## config.mk

```make
export PLATFORM = sky130hd
export DESIGN_NAME = pipe_hazard_ctrl
export DESIGN_NICKNAME = d
export VERILOG_FILES = /design/src/rtl/pipe_hazard_ctrl_pkg.sv /design/src/rtl/load_use_detect.sv /design/src/rtl/pipe_hazard_ctrl.sv
export SDC_FILE = /design/constraint.sdc
export NUM_CORES = 1
export LEC_CHECK = 0
export BUFFER_PORTS_ARGS = -buffer_cell sky130_fd_sc_hd__buf_4
export CORE_ASPECT_RATIO = 1.5
export CORE_MARGIN = 2
export CORE_UTILIZATION = 33
export CTS_CLUSTER_DIAMETER = 80
export DETAILED_ROUTE_END_ITERATION = 16
export GPL_TIMING_DRIVEN = 0
export PLACE_DENSITY = 0.6
export SYNTH_ARGS = -nofsm -noshare
export SYNTH_HDL_FRONTEND = slang
export SYNTH_SLANG_ARGS = --single-unit
```

## constraint.sdc

```tcl
create_clock -name clk -period 3.75 [get_ports clk]
set_input_delay 0.5625 -clock clk [delete_from_list [all_inputs] [get_ports clk]]
set_output_delay 0.5625 -clock clk [all_outputs]
set_load 0.05 [all_outputs]
```

## src/rtl/pipe_hazard_ctrl_pkg.sv

```systemverilog
`default_nettype none
// ============================================================================
//  Module   : pipe_hazard_ctrl_pkg
//  Brief    : Shared state encodings and MULT/DIV timing constants for the
//             pipeline hazard controller and the MDU datapath.
//  Revision : 1.0 - initial release
// ============================================================================
package pipe_hazard_ctrl_pkg;

    localparam int C_REG_ADDR_W  = 5;
    localparam int C_MULT_CYCLES = 4;
    localparam int C_DIV_CYCLES  = 32;
    localparam int C_CNT_W       = 6;

    typedef enum logic [0:0] {
        S_RUN = 1'b0,
        S_MDU = 1'b1
    } state_t;

endpackage : pipe_hazard_ctrl_pkg
`default_nettype wire

```

## src/rtl/load_use_detect.sv

```systemverilog
`default_nettype none
// ============================================================================
//  Module   : load_use_detect
//  Brief    : Combinational detection of a load in EX feeding the ID source.
//  Revision : 1.0 - initial release
// ============================================================================
module load_use_detect
    import pipe_hazard_ctrl_pkg::*;
#(
    parameter int REG_ADDR_W = C_REG_ADDR_W
) (
    input  logic [REG_ADDR_W-1:0] id_rs,
    input  logic [REG_ADDR_W-1:0] id_rt,
    input  logic                  id_uses_rt,
    input  logic                  ex_mem_read,
    input  logic [REG_ADDR_W-1:0] ex_rt,
    output logic                  lu
);

    logic w_rs_match;
    logic w_rt_match;

    // Register zero is hard-wired, so a load targeting it never creates a hazard.
    assign w_rs_match = (ex_rt == id_rs);
    assign w_rt_match = id_uses_rt & (ex_rt == id_rt);
    assign lu         = ex_mem_read & (ex_rt != '0) & (w_rs_match | w_rt_match);

endmodule : load_use_detect
`default_nettype wire

```

## src/rtl/pipe_hazard_ctrl.sv

```systemverilog
`default_nettype none
// ============================================================================
//  Module   : pipe_hazard_ctrl
//  Brief    : Stall/flush controller for the 5-stage pipeline (load-use,
//             taken branch, MULT/DIV occupancy, I-mem wait states).
//             Optional stall counter enabled by PIPE_HAZARD_STATS_EN.
//  Revision : 1.0 - initial release
// ============================================================================
module pipe_hazard_ctrl
    import pipe_hazard_ctrl_pkg::*;
#(
    parameter int REG_ADDR_W  = C_REG_ADDR_W,
    parameter int MULT_CYCLES = C_MULT_CYCLES,
    parameter int DIV_CYCLES  = C_DIV_CYCLES,
    parameter int CNT_W       = C_CNT_W
) (
    input  logic                  clk,
    input  logic                  rst,
    input  logic [REG_ADDR_W-1:0] id_rs,
    input  logic [REG_ADDR_W-1:0] id_rt,
    input  logic                  id_uses_rt,
    input  logic                  ex_mem_read,
    input  logic [REG_ADDR_W-1:0] ex_rt,
    input  logic                  branch_taken_ex,
    input  logic                  mdu_start,
    input  logic                  mdu_is_div,
    input  logic                  imem_ready,
    output logic                  pc_hold,
    output logic                  if_id_hold,
    output logic                  if_id_flush,
    output logic                  id_ex_hold,
    output logic                  id_ex_bubble,
    output logic                  ex_mem_bubble,
    output logic                  mdu_done,
    output logic                  mdu_busy
`ifdef PIPE_HAZARD_STATS_EN
    ,
    output logic [31:0]           stall_cycles
`endif
);

    // The start cycle counts toward occupancy and the done cycle ends it.
    localparam logic [CNT_W-1:0] C_MULT_LOAD = CNT_W'(MULT_CYCLES - 2);
    localparam logic [CNT_W-1:0] C_DIV_LOAD  = CNT_W'(DIV_CYCLES - 2);

    state_t           r_state;
    state_t           w_next_state;
    logic [CNT_W-1:0] r_cnt;
    logic [CNT_W-1:0] w_cnt_next;
    logic             w_lu;

    logic w_pc_hold;
    logic w_if_id_hold;
    logic w_if_id_flush;
    logic w_id_ex_hold;
    logic w_id_ex_bubble;
    logic w_ex_mem_bubble;
    logic w_mdu_done;
    logic w_mdu_busy;

    load_use_detect #(
        .REG_ADDR_W (REG_ADDR_W)
    ) u_load_use_detect (
        .id_rs       (id_rs),
        .id_rt       (id_rt),
        .id_uses_rt  (id_uses_rt),
        .ex_mem_read (ex_mem_read),
        .ex_rt       (ex_rt),
        .lu          (w_lu)
    );

    always_ff @(posedge clk or negedge rst) begin
        if (!rst) begin
            r_state <= S_RUN;
            r_cnt   <= '0;
        end else begin
            r_state <= w_next_state;
            r_cnt   <= w_cnt_next;
        end
    end

    always_comb begin
        w_next_state    = r_state;
        w_cnt_next      = r_cnt;
        w_pc_hold       = 1'b0;
        w_if_id_hold    = 1'b0;
        w_if_id_flush   = 1'b0;
        w_id_ex_hold    = 1'b0;
        w_id_ex_bubble  = 1'b0;
        w_ex_mem_bubble = 1'b0;
        w_mdu_done      = 1'b0;
        w_mdu_busy      = 1'b0;

        case (r_state)
            S_RUN: begin
                if (branch_taken_ex) begin
                    w_if_id_flush  = 1'b1;
                    w_id_ex_bubble = 1'b1;
                end else if (mdu_start) begin
                    w_next_state = S_MDU;
                    w_cnt_next   = mdu_is_div ? C_DIV_LOAD : C_MULT_LOAD;
                end else if (w_lu) begin
                    w_pc_hold      = 1'b1;
                    w_if_id_hold   = 1'b1;
                    w_id_ex_bubble = 1'b1;
                end else if (!imem_ready) begin
                    // Fetch stalls; the older instructions keep draining.
                    w_pc_hold     = 1'b1;
                    w_if_id_flush = 1'b1;
                end
            end
            S_MDU: begin
                w_mdu_busy = 1'b1;
                if (r_cnt == '0) begin
                    w_mdu_done   = 1'b1;
                    w_next_state = S_RUN;
                end else begin
                    w_pc_hold       = 1'b1;
                    w_if_id_hold    = 1'b1;
                    w_id_ex_hold    = 1'b1;
                    w_ex_mem_bubble = 1'b1;
                    w_cnt_next      = r_cnt - CNT_W'(1);
                end
            end
            default: begin
                w_next_state = S_RUN;
            end
        endcase
    end

    // S_RUN outputs are Mealy, so mask them directly while reset is held.
    assign pc_hold       = rst & w_pc_hold;
    assign if_id_hold    = rst & w_if_id_hold;
    assign if_id_flush   = rst & w_if_id_flush;
    assign id_ex_hold    = rst & w_id_ex_hold;
    assign id_ex_bubble  = rst & w_id_ex_bubble;
    assign ex_mem_bubble = rst & w_ex_mem_bubble;
    assign mdu_done      = rst & w_mdu_done;
    assign mdu_busy      = rst & w_mdu_busy;

`ifdef PIPE_HAZARD_STATS_EN
    logic [31:0] r_stall_cycles;

    always_ff @(posedge clk or negedge rst) begin
        if (!rst) begin
            r_stall_cycles <= '0;
        end else if (pc_hold && (r_stall_cycles != 32'hFFFF_FFFF)) begin
            r_stall_cycles <= r_stall_cycles + 32'd1;
        end
    end

    assign stall_cycles = r_stall_cycles;
`endif

endmodule : pipe_hazard_ctrl
`default_nettype wire

```

==> results of run 1 <==
sequential cells by signal, indices dropped and copies added (netlist names):
| register | cells |
|---|---|
| r_state | 1 |
| r_cnt | 6 |
where the power goes:
part	total [uW]	switching (uW)	leakage [uW]	internal, uW
sequential	165	51.3	0.0000828	114
combinational	370	218	0.000335	153
clock	69.6	28.9	0.0000150	40.7
metal layers:
metal / GRT usage [%] / wire [um] / up-vias
li1: - / - / 350
met1: 18.9 / 595 / 321
met2: 31.0 / 1080 / 23
met3: 1.13 / 62 / 2
met4: 8.57 / 25 / 0
met5: 0 / 0 / -
synth_stat cells, drive strengths merged, types with 2 or more instances:
cell type / number / area (um2)
xnor2: 2 / 17.5
nor4: 3 / 31.3
nand2b: 2 / 12.5
inv: 4 / 15.0
nor3b: 2 / 15.0
o41ai: 2 / 43.8
ha: 2 / 25.0
a221o: 2 / 20.0
buf: 2 / 12.5
nor2: 6 / 22.5
xor2: 10 / 87.6
o21ai: 7 / 38.8
or4: 3 / 22.5
nand2: 4 / 15.0
nor3: 2 / 10.0
dfrtp: 7 / 175
worst min-delay path by stage:
stage	cells after the start	start	end	slack [ns]
finish	1	rst	r_cnt[4]	0.12
global route	1	rst	r_cnt[4]	0.12
CTS	1	rst	r_cnt[4]	0.12
detailed placement	1	rst	r_cnt[4]	0.39
global placement	1	rst	r_cnt[4]	0.39
floorplan	0	rst	r_cnt[0]	0.27
metrics by stage:
step	utilization (%)	hold WS, ns
after floorplan	-	0.267
after global placement	46.9	0.389
after detailed placement	46.9	0.391
after CTS	48.2	0.119
after global routing	48.2	0.120
final	48.2	0.120
critical path: stages:
cell and delay [ns]:
buf_4 0.13, xor2_1 0.16, nor4_2 0.30, a32oi_1 0.23, o41ai_2 0.32, buf_4 0.25
kinds of logic after synthesis:
| kind of cell | count (synthesis) |
|---|---|
| adder cells (fa/ha/maj) | 2 |
| XOR/XNOR | 12 |
| buffers and inverters | 7 |
| AO/OA/AOI/OAI | 19 |
| AND/OR/NAND/NOR | 28 |
| flip-flops | 7 |
cell type report:
type	count	area (um2)
inverters	4	15.0
flip-flops and latches	7	175
well taps	22	27.5
repair buffers	30	225
plain buffers	3	17.5
clock buffers	4	26.3
multi-input cells	61	467
fillers	203	1020
==> results.ini, run 1 <==
[synth]
synth-xor-area-share_pct = 15.6
syn-instance-count = 75
avgSynthCellArea_um2 = 8.99
synth_edf_count = 0
async_reset_ff_share_pct = 100
ys_warn_count = 0
synth_top_family_by_area = simple AND/OR/NAND/NOR gates
ys_types = 35
seq_area_frac_synth_pct = 26.0
synth.cell_area_um2 = 674
synth_flop_cell = dfrtp_1
synth.area.mux_share_pct = 0
syn_nets = 100
ys_ff_latch = 7
synth_fa_ha_area_share_pct = 3.71
synth_compound_area_share_pct = 24.9
synth-simple-area-share_pct = 25.0

[sta]
fin_crit_sh_pct = 67.3
hold_viol_final = 0
slew_violations = 0
worst_slack_ns = 1.23
min_period_ns = 2.52
worstMarginPinSlew_ns = 0.467
fmax_ghz = 0.396
fin_setup_tns_ns = 0
setup_viol = 0
max_slew_margin_pct = 68.8
fin_skew_ns = 0.00256
rsz0062_at_grt = false

[drt]
post-route-drc-count = 0
wl_per_cell_um = 13.4
final_antenna_net_count = 0
vias = 696
wirelength_um = 1760
vias_per_cell = 5.31
drt_iter0_drc = 10
drt-pass1-iter-count = 4

[worst_hold_path]
hp-class = in2async

[floorplanning]
die_x_um = 40.9
core_mm2 = 0.00198
initial_core_util_pct = 34.1
die-height_um = 59.4
ios = 31
rows = 20
die_area_mm2 = 0.00243

[clock_tree]
clockBufferDepth = 2
cts_resized = 0
cts-root-buf = clkbuf_4
cts_sinks = 7
postCtsHoldBufs = 0
htree_levels = 1
numCtsBuffers = 3
clkSlewWorstSetupHoldPaths_ns = 0.05
cts_tree = yes
cts_setup_buffers = 0
clkLatencyLatePin_ns = 0.25

[power_and_ir_drop]
finalPower_uw = 605
p_leak_uw = 0.000432
ir_worst_vdd_uv = 261
cellPowerDensity_mw_per_mm2 = 634

[placement]
port_buffers = 30
placedCellCount = 127
placedInstanceArea_um2 = 927
gp_congestion = 0.698
dp_hpwl_um = 1480
pre_cts_ws_ns = 1.21

[setup_path]
worstSetupEndpoint = id_ex_bubble
crit_required_ns = 3.19
worstSetupPathType = in2out
start_kind = input pin
crit_path_max_fanout = 4
r2r-end = r_cnt[3]
r2r_cells = 6
crit_arrival_ns = 1.96
critical_path.startpoint = ex_rt[3]
rr_startpoint = r_cnt[0]
worstSetupEndpointType = primary output
r2r_slack_ns = 1.96

[global_routing]
antenna_found_initial = 0
grt_pass1_wl_um = 2860
grt-ovfl-total = 0
grt_pass1_vias = 684
grt_usage_pct = 17.3
grt_max_degree = 11

[status]
outcome = finished clean

[layout]
fin_cells = 131
layout_common_cells = 31 x buf_4, 10 x xor2_1, 7 x dfrtp_1
final_area_um2 = 953
num_antenna_cells = 0
final_common_cell = buf_4
drive_above_1_share_pct = 39.4
areaGrowthSynthToFinish_pct = 41.4
nNetsFinal = 135

[job]
cap_viol_max_count = 0

Note: power is estimated with default switching activity, not from simulation.
==> inputs of run 2 (changes only) <==
==> constraint.sdc (replaced) <==
create_clock -name clk -period 2.35 [get_ports clk]
set_input_delay 0.3525 -clock clk [delete_from_list [all_inputs] [get_ports clk]]
set_output_delay 0.3525 -clock clk [all_outputs]
set_load 0.05 [all_outputs]
==> results.ini, run 2 (synthesis results as in run 1) <==
[status]
outcome = finished clean

[placement]
pre_cts_ws_ns = 0.240
gp_congestion = 0.716
placedInstanceArea_um2 = 927
port_buffers = 30
dp_hpwl_um = 1390

[layout]
num_antenna_cells = 0
nFillCells = 191
final_area_um2 = 963
nNetsFinal = 136
largest_register = r_cnt
largest_register_ffs = 6
drive_above_1_share_pct = 39.1
layout_common_cells = 31 x buf_4, 10 x xor2_1, 7 x dfrtp_1
final_common_cell = buf_4
multi_input_area_um2 = 467
areaGrowthSynthToFinish_pct = 42.9
regArea_um2 = 175
largestRegisters = r_cnt: 6 flops, r_state: 1 flops

[drt]
drt-pass1-iter-count = 4
final_antenna_net_count = 0
vias_per_cell = 5.34
post-route-drc-count = 0
wirelength_um = 1690
drt_iter0_drc = 12
vias = 705
wl_per_cell_um = 12.8

[power_and_ir_drop]
ir_worst_vdd_uv = 445
p_leak_uw = 0.000436
cellPowerDensity_mw_per_mm2 = 996
finalPower_uw = 960

[sta]
fin_crit_sh_pct = 92.8
fin_setup_tns_ns = 0
worstMarginPinSlew_ns = 0.503
fin_skew_ns = 0.00166
slew_violations = 0
min_period_ns = 2.18
setup_viol = 0
hold_viol_final = 0
rsz0062_at_grt = false
fmax_ghz = 0.458
worst_slack_ns = 0.168
holdWs_ns = 0.396
max_slew_margin_pct = 66.4

[clock_tree]
cts_setup_buffers = 0
numCtsBuffers = 3
cts_sinks = 7
clkLatencyLatePin_ns = 0.25
clockBufferDepth = 2
cts_resized = 0
htree_levels = 1
cts-root-buf = clkbuf_4
cts_tree = yes
clkSlewWorstSetupHoldPaths_ns = 0.05

[setup_path]
crit_path_max_fanout = 6
slowest_stage = dfrtp_1
crit_arrival_ns = 1.83
start_kind = register
critPathMaxStageDelay_ns = 0.42
path_cells = inv_1 > ha_1 > nand2b_1 > nor4_2 > nor2_1 > buf_4 > buf_4
crit_required_ns = 2.00
cp_num_buf_inv = 3
crit_family = simple AND/OR/NAND/NOR gates
crit_top_cell = buf_4
worstSetupEndpointType = primary output
worstSetupPathType = reg2out

[floorplanning]
initial_core_util_pct = 34.1
die-height_um = 59.4
die_x_um = 40.9
rows = 20
ios = 31
die_area_mm2 = 0.00243
core_mm2 = 0.00198

[global_routing]
grt_pass1_vias = 717
grt_max_degree = 11
grt_pass1_wl_um = 2900
grt-ovfl-total = 0
antenna_found_initial = 0
grt_usage_pct = 17.3

[worst_hold_path]
hp-class = in2reg

[job]
cap_viol_max_count = 0

## run 2: cell count changes in the layout (fill, tap and decap cells not counted)
cell,delta
dlygate4sd3_1,+1
o21ai_0,-1
o21ai_1,+1
## run 2: layer usage
metal	track usage, %	vias to the layer above	share of wire [%]
li1	-	352	-
met1	18.8	329	34
met2	31.0	20	61
met3	2.26	4	3.3
met4	7.14	0	2.1
met5	0	-	0
## run 2: area by class of cell
cell class	instances	share of cell area, %
Timing Repair Buffer	31	24.4
Tap cell	22	2.86
Clock buffer	4	2.73
Multi-Input combinational cell	61	48.4
Buffer	3	1.82
Sequential cell	7	18.2
Inverter	4	1.56
## run 2: worst paths after layout
| check | slack [ns] | depth (start not counted) | start | end |
|---|---|---|---|---|
| worst min-delay path | 0.40 | 2 | mdu_is_div | r_cnt[4] |
| min in group asynchronous | 0.56 | 2 | rst | r_cnt[4] |
| max in group asynchronous | 1.53 | 2 | rst | r_cnt[5] |
| worst max-delay path | 0.17 | 7 | r_cnt[0] | id_ex_hold |
| worst min register to register | 0.55 | 2 | r_cnt[5] | r_cnt[5] |
| worst max register to register | 0.55 | 6 | r_cnt[0] | r_cnt[3] |
## run 2: what timing repair did
| item | in CTS | in global routing |
|---|---|---|
| endpoints found under the hold margin | 7 | 0 |
| endpoints found under the setup margin | 0 | 0 |
| hold buffers | 1 | 0 |
## run 2: stage by stage
stage          util, %  std cells
2_1_floorplan        -         75
3_3_place_gp      46.9        127
3_5_place_dp      46.9        127
4_1_cts           48.7        132
5_1_grt           48.7        132
6_report          48.7        132
## run 2: worst register-to-register path: cells and delay by family, from the launching register on
family	cells	cell delay, ns
AOI/OAI and AO/OA	2	0.54
and+or+nand+nor	2	0.45
DFF	1	0.42
adders and majority gates	1	0.17
buffers and inverters	1	0.10
## run 2: where the power goes
group | internal (uW) | leakage [uW] | switching [uW]
logic | 246 | 0.000339 | 345
registers | 182 | 0.0000828 | 74.3
clock network | 65.0 | 0.0000150 | 47.8
total | 492 | 0.000436 | 468
